==> src/rtl/task_3_lat_meas_ctrl.sv <==
// task_3_lat_meas_ctrl
//   Sequences repeated latency measurements of the task-3 datapath. Each run
//   clears the latency meter, fires one input-enable pulse, then waits for the
//   meter's valid pulse (or a timeout) and captures the reported latency.
//   Min/max/sum are accumulated over i_num_runs runs per batch.
//
// Ports
//   i_clk, i_rst       clock, synchronous active-high reset
//   i_start            start a batch (accepted only when idle)
//   i_num_runs         runs per batch, sampled with i_start
//   i_timeout          max WAIT cycles per run, sampled with i_start (0 = none)
//   o_meas_rst         reset pulse to the latency meter
//   o_in_enb           input-enable pulse to the DUT and the meter
//   i_lat_valid/i_lat  meter result, only looked at while waiting
//   o_busy             high whenever not idle
//   o_done             one-cycle pulse at the end of every batch
//   o_timeout_err      sticky timeout flag, cleared by an accepted i_start
//   o_run_cnt          number of captured runs
//   o_lat_min/max/sum  statistics over captured runs (min reads 0 until a capture)
module task_3_lat_meas_ctrl #(
    parameter int DATA_WIDTH        = 8,
    parameter int LAT_SIZE_IN_WIDTH = 3,
    parameter int RUN_W             = 4,
    localparam int LAT_W            = LAT_SIZE_IN_WIDTH * DATA_WIDTH,
    localparam int SUM_W            = LAT_W + RUN_W
) (
    input  logic             i_clk,
    input  logic             i_rst,
    input  logic             i_start,
    input  logic [RUN_W-1:0] i_num_runs,
    input  logic [LAT_W-1:0] i_timeout,
    output logic             o_meas_rst,
    output logic             o_in_enb,
    input  logic             i_lat_valid,
    input  logic [LAT_W-1:0] i_lat,
    output logic             o_busy,
    output logic             o_done,
    output logic             o_timeout_err,
    output logic [RUN_W-1:0] o_run_cnt,
    output logic [LAT_W-1:0] o_lat_min,
    output logic [LAT_W-1:0] o_lat_max,
    output logic [SUM_W-1:0] o_lat_sum
);

    typedef enum logic [2:0] {
        S_IDLE,
        S_CLR,
        S_FIRE,
        S_WAIT,
        S_GAP,
        S_DONE
    } state_t;

    localparam logic [LAT_W-1:0] LAT_ONE = {{(LAT_W-1){1'b0}}, 1'b1};
    localparam logic [RUN_W-1:0] RUN_ONE = {{(RUN_W-1){1'b0}}, 1'b1};

    state_t             state;
    logic [RUN_W-1:0]   num_runs_r;
    logic [LAT_W-1:0]   timeout_r;
    logic [LAT_W-1:0]   timer;
    logic [RUN_W-1:0]   run_cnt;
    logic [LAT_W-1:0]   min_r;
    logic [LAT_W-1:0]   max_r;
    logic [SUM_W-1:0]   sum_r;
    logic               timeout_err_r;

    logic [LAT_W-1:0]   timer_inc;
    logic               tmo_hit;
    logic               last_run;
    logic [SUM_W-1:0]   sum_next;

    // Wait timer increments but sticks at all ones, so an unbounded wait
    // (timeout = 0) can never wrap around.
    function automatic logic [LAT_W-1:0] sat_inc(input logic [LAT_W-1:0] v);
        if (v == {LAT_W{1'b1}})
            return v;
        else
            return v + LAT_ONE;
    endfunction

    always_comb begin
        timer_inc = sat_inc(timer);
        // Timer is cleared in FIRE, so the n-th WAIT cycle sees timer = n-1;
        // comparing the incremented value fires on exactly the timeout-th cycle.
        tmo_hit   = (timeout_r != '0) && (timer_inc == timeout_r);
        last_run  = ((run_cnt + RUN_ONE) == num_runs_r);
        sum_next  = sum_r + {{RUN_W{1'b0}}, i_lat};
    end

    always_ff @(posedge i_clk) begin
        if (i_rst) begin
            state         <= S_IDLE;
            num_runs_r    <= '0;
            timeout_r     <= '0;
            timer         <= '0;
            run_cnt       <= '0;
            min_r         <= '1;
            max_r         <= '0;
            sum_r         <= '0;
            timeout_err_r <= 1'b0;
        end else begin
            case (state)
                S_IDLE: begin
                    if (i_start) begin
                        num_runs_r    <= i_num_runs;
                        timeout_r     <= i_timeout;
                        run_cnt       <= '0;
                        min_r         <= '1;
                        max_r         <= '0;
                        sum_r         <= '0;
                        timeout_err_r <= 1'b0;
                        state         <= (i_num_runs == '0) ? S_DONE : S_CLR;
                    end
                end
                S_CLR: begin
                    state <= S_FIRE;
                end
                S_FIRE: begin
                    timer <= '0;
                    state <= S_WAIT;
                end
                S_WAIT: begin
                    timer <= timer_inc;
                    // A valid pulse takes priority over a coincident timeout.
                    if (i_lat_valid) begin
                        if (i_lat < min_r) min_r <= i_lat;
                        if (i_lat > max_r) max_r <= i_lat;
                        sum_r   <= sum_next;
                        run_cnt <= run_cnt + RUN_ONE;
                        state   <= last_run ? S_DONE : S_GAP;
                    end else if (tmo_hit) begin
                        timeout_err_r <= 1'b1;
                        state         <= S_DONE;
                    end
                end
                // One idle cycle lets the DUT drop its output-valid so the
                // meter's edge detector re-arms before the next clear.
                S_GAP: begin
                    state <= S_CLR;
                end
                S_DONE: begin
                    state <= S_IDLE;
                end
                default: begin
                    state <= S_IDLE;
                end
            endcase
        end
    end

    assign o_busy        = (state != S_IDLE);
    assign o_meas_rst    = (state == S_CLR);
    assign o_in_enb      = (state == S_FIRE);
    assign o_done        = (state == S_DONE);
    assign o_timeout_err = timeout_err_r;
    assign o_run_cnt     = run_cnt;
    // Internal min starts at all ones; hide that until something is captured.
    assign o_lat_min     = (run_cnt == '0) ? '0 : min_r;
    assign o_lat_max     = max_r;
    assign o_lat_sum     = sum_r;

endmodule

==> config.mk <==
export PLATFORM = sky130hd
export DESIGN_NAME = task_3_lat_meas_ctrl
export DESIGN_NICKNAME = d
export VERILOG_FILES = /design/src/rtl/task_3_lat_meas_ctrl.sv
export SDC_FILE = /design/constraint.sdc
export NUM_CORES = 1
export LEC_CHECK = 0
export CORE_MARGIN = 8
export CORE_UTILIZATION = 35
export DETAILED_ROUTE_END_ITERATION = 6
export PLACE_DENSITY = 0.68
export SLEW_MARGIN = 20
export SYNTH_ARGS = -nofsm -noshare
export SYNTH_HDL_FRONTEND = slang
export SYNTH_SLANG_ARGS = --single-unit
==> constraint.sdc <==
create_clock -name i_clk -period 4.74 [get_ports i_clk]
set_input_delay 0.948 -clock i_clk [delete_from_list [all_inputs] [get_ports i_clk]]
set_output_delay 0.948 -clock i_clk [all_outputs]
set_load 0.01 [all_outputs]
== Yosys cells after proc, flatten, opt, wreduce, memory -nomap -nowiden ==
Index checks and enable logic that the tools add are counted.
Storage, ports and cells
  logic and storage cells: 70
  flip-flop bits (word level): 136
  output and inout bits: 85
  input bits: 56
Cells by class
  $add $sub $neg: 3
  mux-type cells: 27
  $lt $le $gt $ge: 2
  equal/unequal tests: 15
  reductions and logical operators: 14
Operators by type and width (count)
  $mux W24: 8
  $pmux W24 S2: 3
  $mux W28: 2
  $pmux W28 S2: 1
  $add A28 B24 Y28: 1
  $add A24 B1 Y24 const B: 1
  $eq A24 B24 Y1: 1
  $eq A24 B24 Y1 const B: 1
  $gt A24 B24 Y1: 1
  $lt A24 B24 Y1: 1
  $reduce_bool A24 Y1: 1
  $pmux W3 S5: 1
  $mux W3: 4
  $ne A2 B2 Y1 const B: 6
  $reduce_and A4 Y1: 3
  $logic_not A4 Y1: 2
  $mux W4: 2
  $pmux W4 S2: 1
  $eq A3 B2 Y1 const B: 2
  $eq A3 B3 Y1 const B: 2
  $add A4 B1 Y4 const B: 1
  $eq A4 B4 Y1: 1
  $mux W1: 4
  $reduce_and A2 Y1: 2
  8 further kinds: 9

== Logic depth before layout (Yosys ltp) ==
  depth in word-level cells: 7
  mapped depth: 12
  depth with buffers taken out: 11

== Least setup slack after synthesis ==
Ideal clock, no wire load.
  kind: in2reg
  from: input port i_lat[0]
  to: register sum_r[20], in the netlist o_lat_sum[20]
  buffers on the path: 0
  setup slack: 1077 ps
  cell stages on the path: 11
  setup time: 132 ps
  arrival: 3531 ps
  data required time: 4608 ps
  cells stage by stage: ha_1 fa_1 a211o_1 a2111oi_0 o311a_1 o41ai_2 a31o_2 a21o_1 a31oi_1 mux2i_1 a21oi_1
Between the ends
  longest elaborated chain between the ends: 3
Ends and longest elaborated chain
  start: declaration: line 35  | input logic [LAT_W-1:0] i_lat,
  $add A28 B24 Y28: line 87  | sum_next = sum_r + {{RUN_W{1'b0}}, i_lat};
  $mux W28: line 125  | if (i_lat_valid) begin
  $pmux W28 S2: line 102  | case (state)
  end signal: assignment: line 128  | sum_r <= sum_next;
  end: declaration: line 64  | logic [SUM_W-1:0] sum_r;
Every way passes these cells. The select of a mux whose other input is x is not followed.
A chain may end at the register's enable or synchronous reset.

== Worst setup path after layout ==
Ends and elaborated chain as after synthesis.

==> impl_metrics.csv <==
group,metric,value,unit
status,status,"finished, final reports clean",
route,initialDrtViolationCount,627,
sta,fin_skew,0.0138,ns
floorplanning,io_pins,141,
sta,setup_viol,0,
floorplanning,coreArea,0.0251,mm^2
route,vias,8722,
job,max_cap_violations,0,
yosys,synthAdderAreaFrac,10.6,%
floorplanning,die_w,176,um
yosys,synthTopCellsByCount,"dfxtp_1, nor2_1, nand2_1",
clocking,cts_setup_buffers,0,
yosys,synth_area_leaders,"dfxtp_1, ha_1, a21oi_1",
power_and_ir_drop,ir_worst_vdd,0.241,mV
clocking,cts_hold_buf,0,
yosys,synth.distinct_cells,73,
finish,drive_above_1_share,6.22,%
grt,grt_max_degree,63,
clocking,cts_resized,0,
yosys,synth_top_cell_by_area,"dfxtp_1",
finish,diodes,0,
floorplanning,die_h,176,um
power_and_ir_drop,power_density,287,mW/mm^2
yosys,synth-xor-area-share,4.41,%
sta,timing.final.crit_share,86.3,%
floorplanning,die_area,0.0309,mm^2
yosys,synth.most_common_cell,"dfxtp_1",
route,first_pass_iters,5,
finish,fin_area,0.0112,mm^2
grt,first_global_vias,8224,
floorplanning,rows,58,
worst_setup_path,critPathCaptureType,"register",
yosys,synth_compound_area_share,22.8,%
clocking,cts-root-buf,"clkbuf_16",
yosys,synth_edf_count,0,
grt,grt_antenna_before_repair,0,
route,detail-route-antenna-nets,0,
clocking,cts_tree,"built",
route,vias_per_cell,5.45,
yosys,syn_area,0.00893,mm^2
route,wl_per_cell,17.6,um
yosys,synth_simple_gate_area_share,24.7,%
worst_setup_path,setup.worst_path.class,"input port to register",
yosys,synth_mux_area_share,0.924,%
power_and_ir_drop,total_power,3.22,mW
grt,grt_pass1_wl,44900,um
yosys,avgSynthCellArea,7.79,um^2
sta,layout_min_cycle_time,4.09,ns
place,port_buffers,140,
yosys,yosysWarnings,0,
clocking,cts.sinks,136,
worst_setup_path,cp_max_fo,4,
sta,max_freq,0.244,GHz
yosys,syn_nets,1278,
sta,hold_viol_final,0,
worst_hold_path,hold_class,"register to register",
grt,gr-usage-met2,27.4,%
floorplanning,start_util,35.6,%
yosys,synthArstFlopShare,0,%
place,placed_cells,1568,
finish,fillCellCount,2533,
yosys,synth_top_cell_area_share,30.5,%
yosys,yosysSeqAreaShare,30.5,%
worst_setup_path,cp-start-kind,"input port",
worst_setup_path,worstPathArrival,4.38,ns
grt,grt-ovfl-total,0,
clocking,cts_buffer_depth,2,
place,dpl-instance-area,0.0106,mm^2
place,place_hpwl,20900,um
sta,max_slew_margin,28.9,%
clocking,clk_latency,0.44,ns
finish,num-nets-final,1388,
grt,grt_busiest_layer,"met2",
finish,areaGrowthSynthToFinish,25.5,%
yosys,ys_seq_elements,136,
sta,worst_pin_slew,1.06,ns
clocking,cts_max_level,4,
grt,use_met1,24.4,%
yosys,synth_top_family_by_area,"simple AND/OR/NAND/NOR gates",
finish,finalNonFillerCells,1600,
sta,fin_setup_tns,0,ns
grt,gr-usage-met3,3.41,%
clocking,path_clk_slew,0.07,ns
power_and_ir_drop,cellLeakagePower,4.53,nW
route,routed_wirelength,28100,um
sta,rsz0062_at_grt,"no",
sta,slew_violations,0,
yosys,ys.flop_type,"dfxtp_1",
route,drc,0,
place,place_congestion,0.891,
grt,track_usage,17.9,%
worst_setup_path,crit_required,5.03,ns
clocking,numCtsBuffers,17,
yosys,synth_cells,1147,
==> cell usage in the layout, fill, tap and decap left out, drive strengths merged, types with 24 or more instances in the layout <==
master,n
a22oi,24
o21ai,35
nand3,40
a21oi,107
nor2,115
clkdlybuf4s50,139
inv,66
a22o,26
a21o,29
nor3,43
xnor2,25
dfxtp,136
nand2,115
ha,74
==> metrics by stage <==
| stage | setup WS, ns | utilization, % | hold WS, ns |
|---|---|---|---|
| 4_1_cts | 0.718 | 44.6 | 0.472 |
| 2_1_floorplan | 1.08 | - | 0.448 |
| 5_1_grt | 0.497 | 44.6 | 0.483 |
| 3_5_place_dp | 0.333 | 42.4 | 0.463 |
| 6_report | 0.648 | 44.6 | 0.471 |
| 3_3_place_gp | 0.339 | 42.4 | 0.458 |
==> state kept, by name, indices dropped and copies added (netlist names) <==
register / cells
o_lat_sum: 28
min_r: 24
o_lat_max: 24
timeout_r: 24
timer: 24
num_runs_r: 4
o_run_cnt: 4
state: 3
o_timeout_err: 1
==> routing by layer <==
| layer | up-vias | part of all wire [%] |
|---|---|---|
| li1 | 4361 | - |
| met1 | 4067 | 47 |
| met2 | 248 | 44 |
| met3 | 46 | 5.7 |
| met4 | 0 | 2.7 |
| met5 | - | 0 |
==> final cells by class <==
cell class	count	area [um^2]	share of cell area [%]
Inverter	65	244	2.18
Sequential cell	136	2720	24.3
Clock buffer	19	443	3.95
Tap cell	330	413	3.68
Timing Repair Buffer	162	1580	14.1
Multi-Input combinational cell	875	5690	50.7
Clock inverter	13	124	1.11
==> final timing paths <==
| kind | slack, ns | startpoint | endpoint | depth (start not counted) |
|---|---|---|---|---|
| setup / recovery | 0.65 | i_lat[0] | o_lat_sum[20]$_SDFFE_PP0P_ | 13 |
| hold / removal | 0.47 | num_runs_r[3]$_SDFFE_PP0P_ | num_runs_r[3]$_SDFFE_PP0P_ | 2 |
| setup reg to reg | 0.93 | timer[0]$_SDFFE_PP0P_ | state[2]$_SDFFE_PP0P_ | 12 |
| hold reg to reg | 0.47 | num_runs_r[3]$_SDFFE_PP0P_ | num_runs_r[3]$_SDFFE_PP0P_ | 2 |
==> critical path: stages <==
cell,delay [ns]
clkdlybuf4s50_1,0.48
ha_1,0.27
fa_1,0.42
a211o_1,0.31
a2111oi_0,0.41
buf_4,0.19
o311a_1,0.18
o41ai_2,0.12
a31o_2,0.30
a21o_1,0.20
a31oi_1,0.23
mux2i_1,0.23
a21oi_1,0.08
==> report_power, final <==
part	switching (mW)	internal, mW	leakage [nW]
Sequential	0.0530	1.19	1.10
Clock	0.552	0.738	0.258
Combinational	0.423	0.265	3.17
==> kinds of logic after synthesis <==
| group | after synthesis |
|---|---|
| buffers and inverters | 136 |
| flip-flops | 136 |
| AO/OA/AOI/OAI | 309 |
| AND/OR/NAND/NOR | 438 |
| XOR/XNOR | 45 |
| adder cells (fa/ha/maj) | 75 |
| multiplexers | 8 |
No activity file was read; power rests on OpenSTA's default activity.
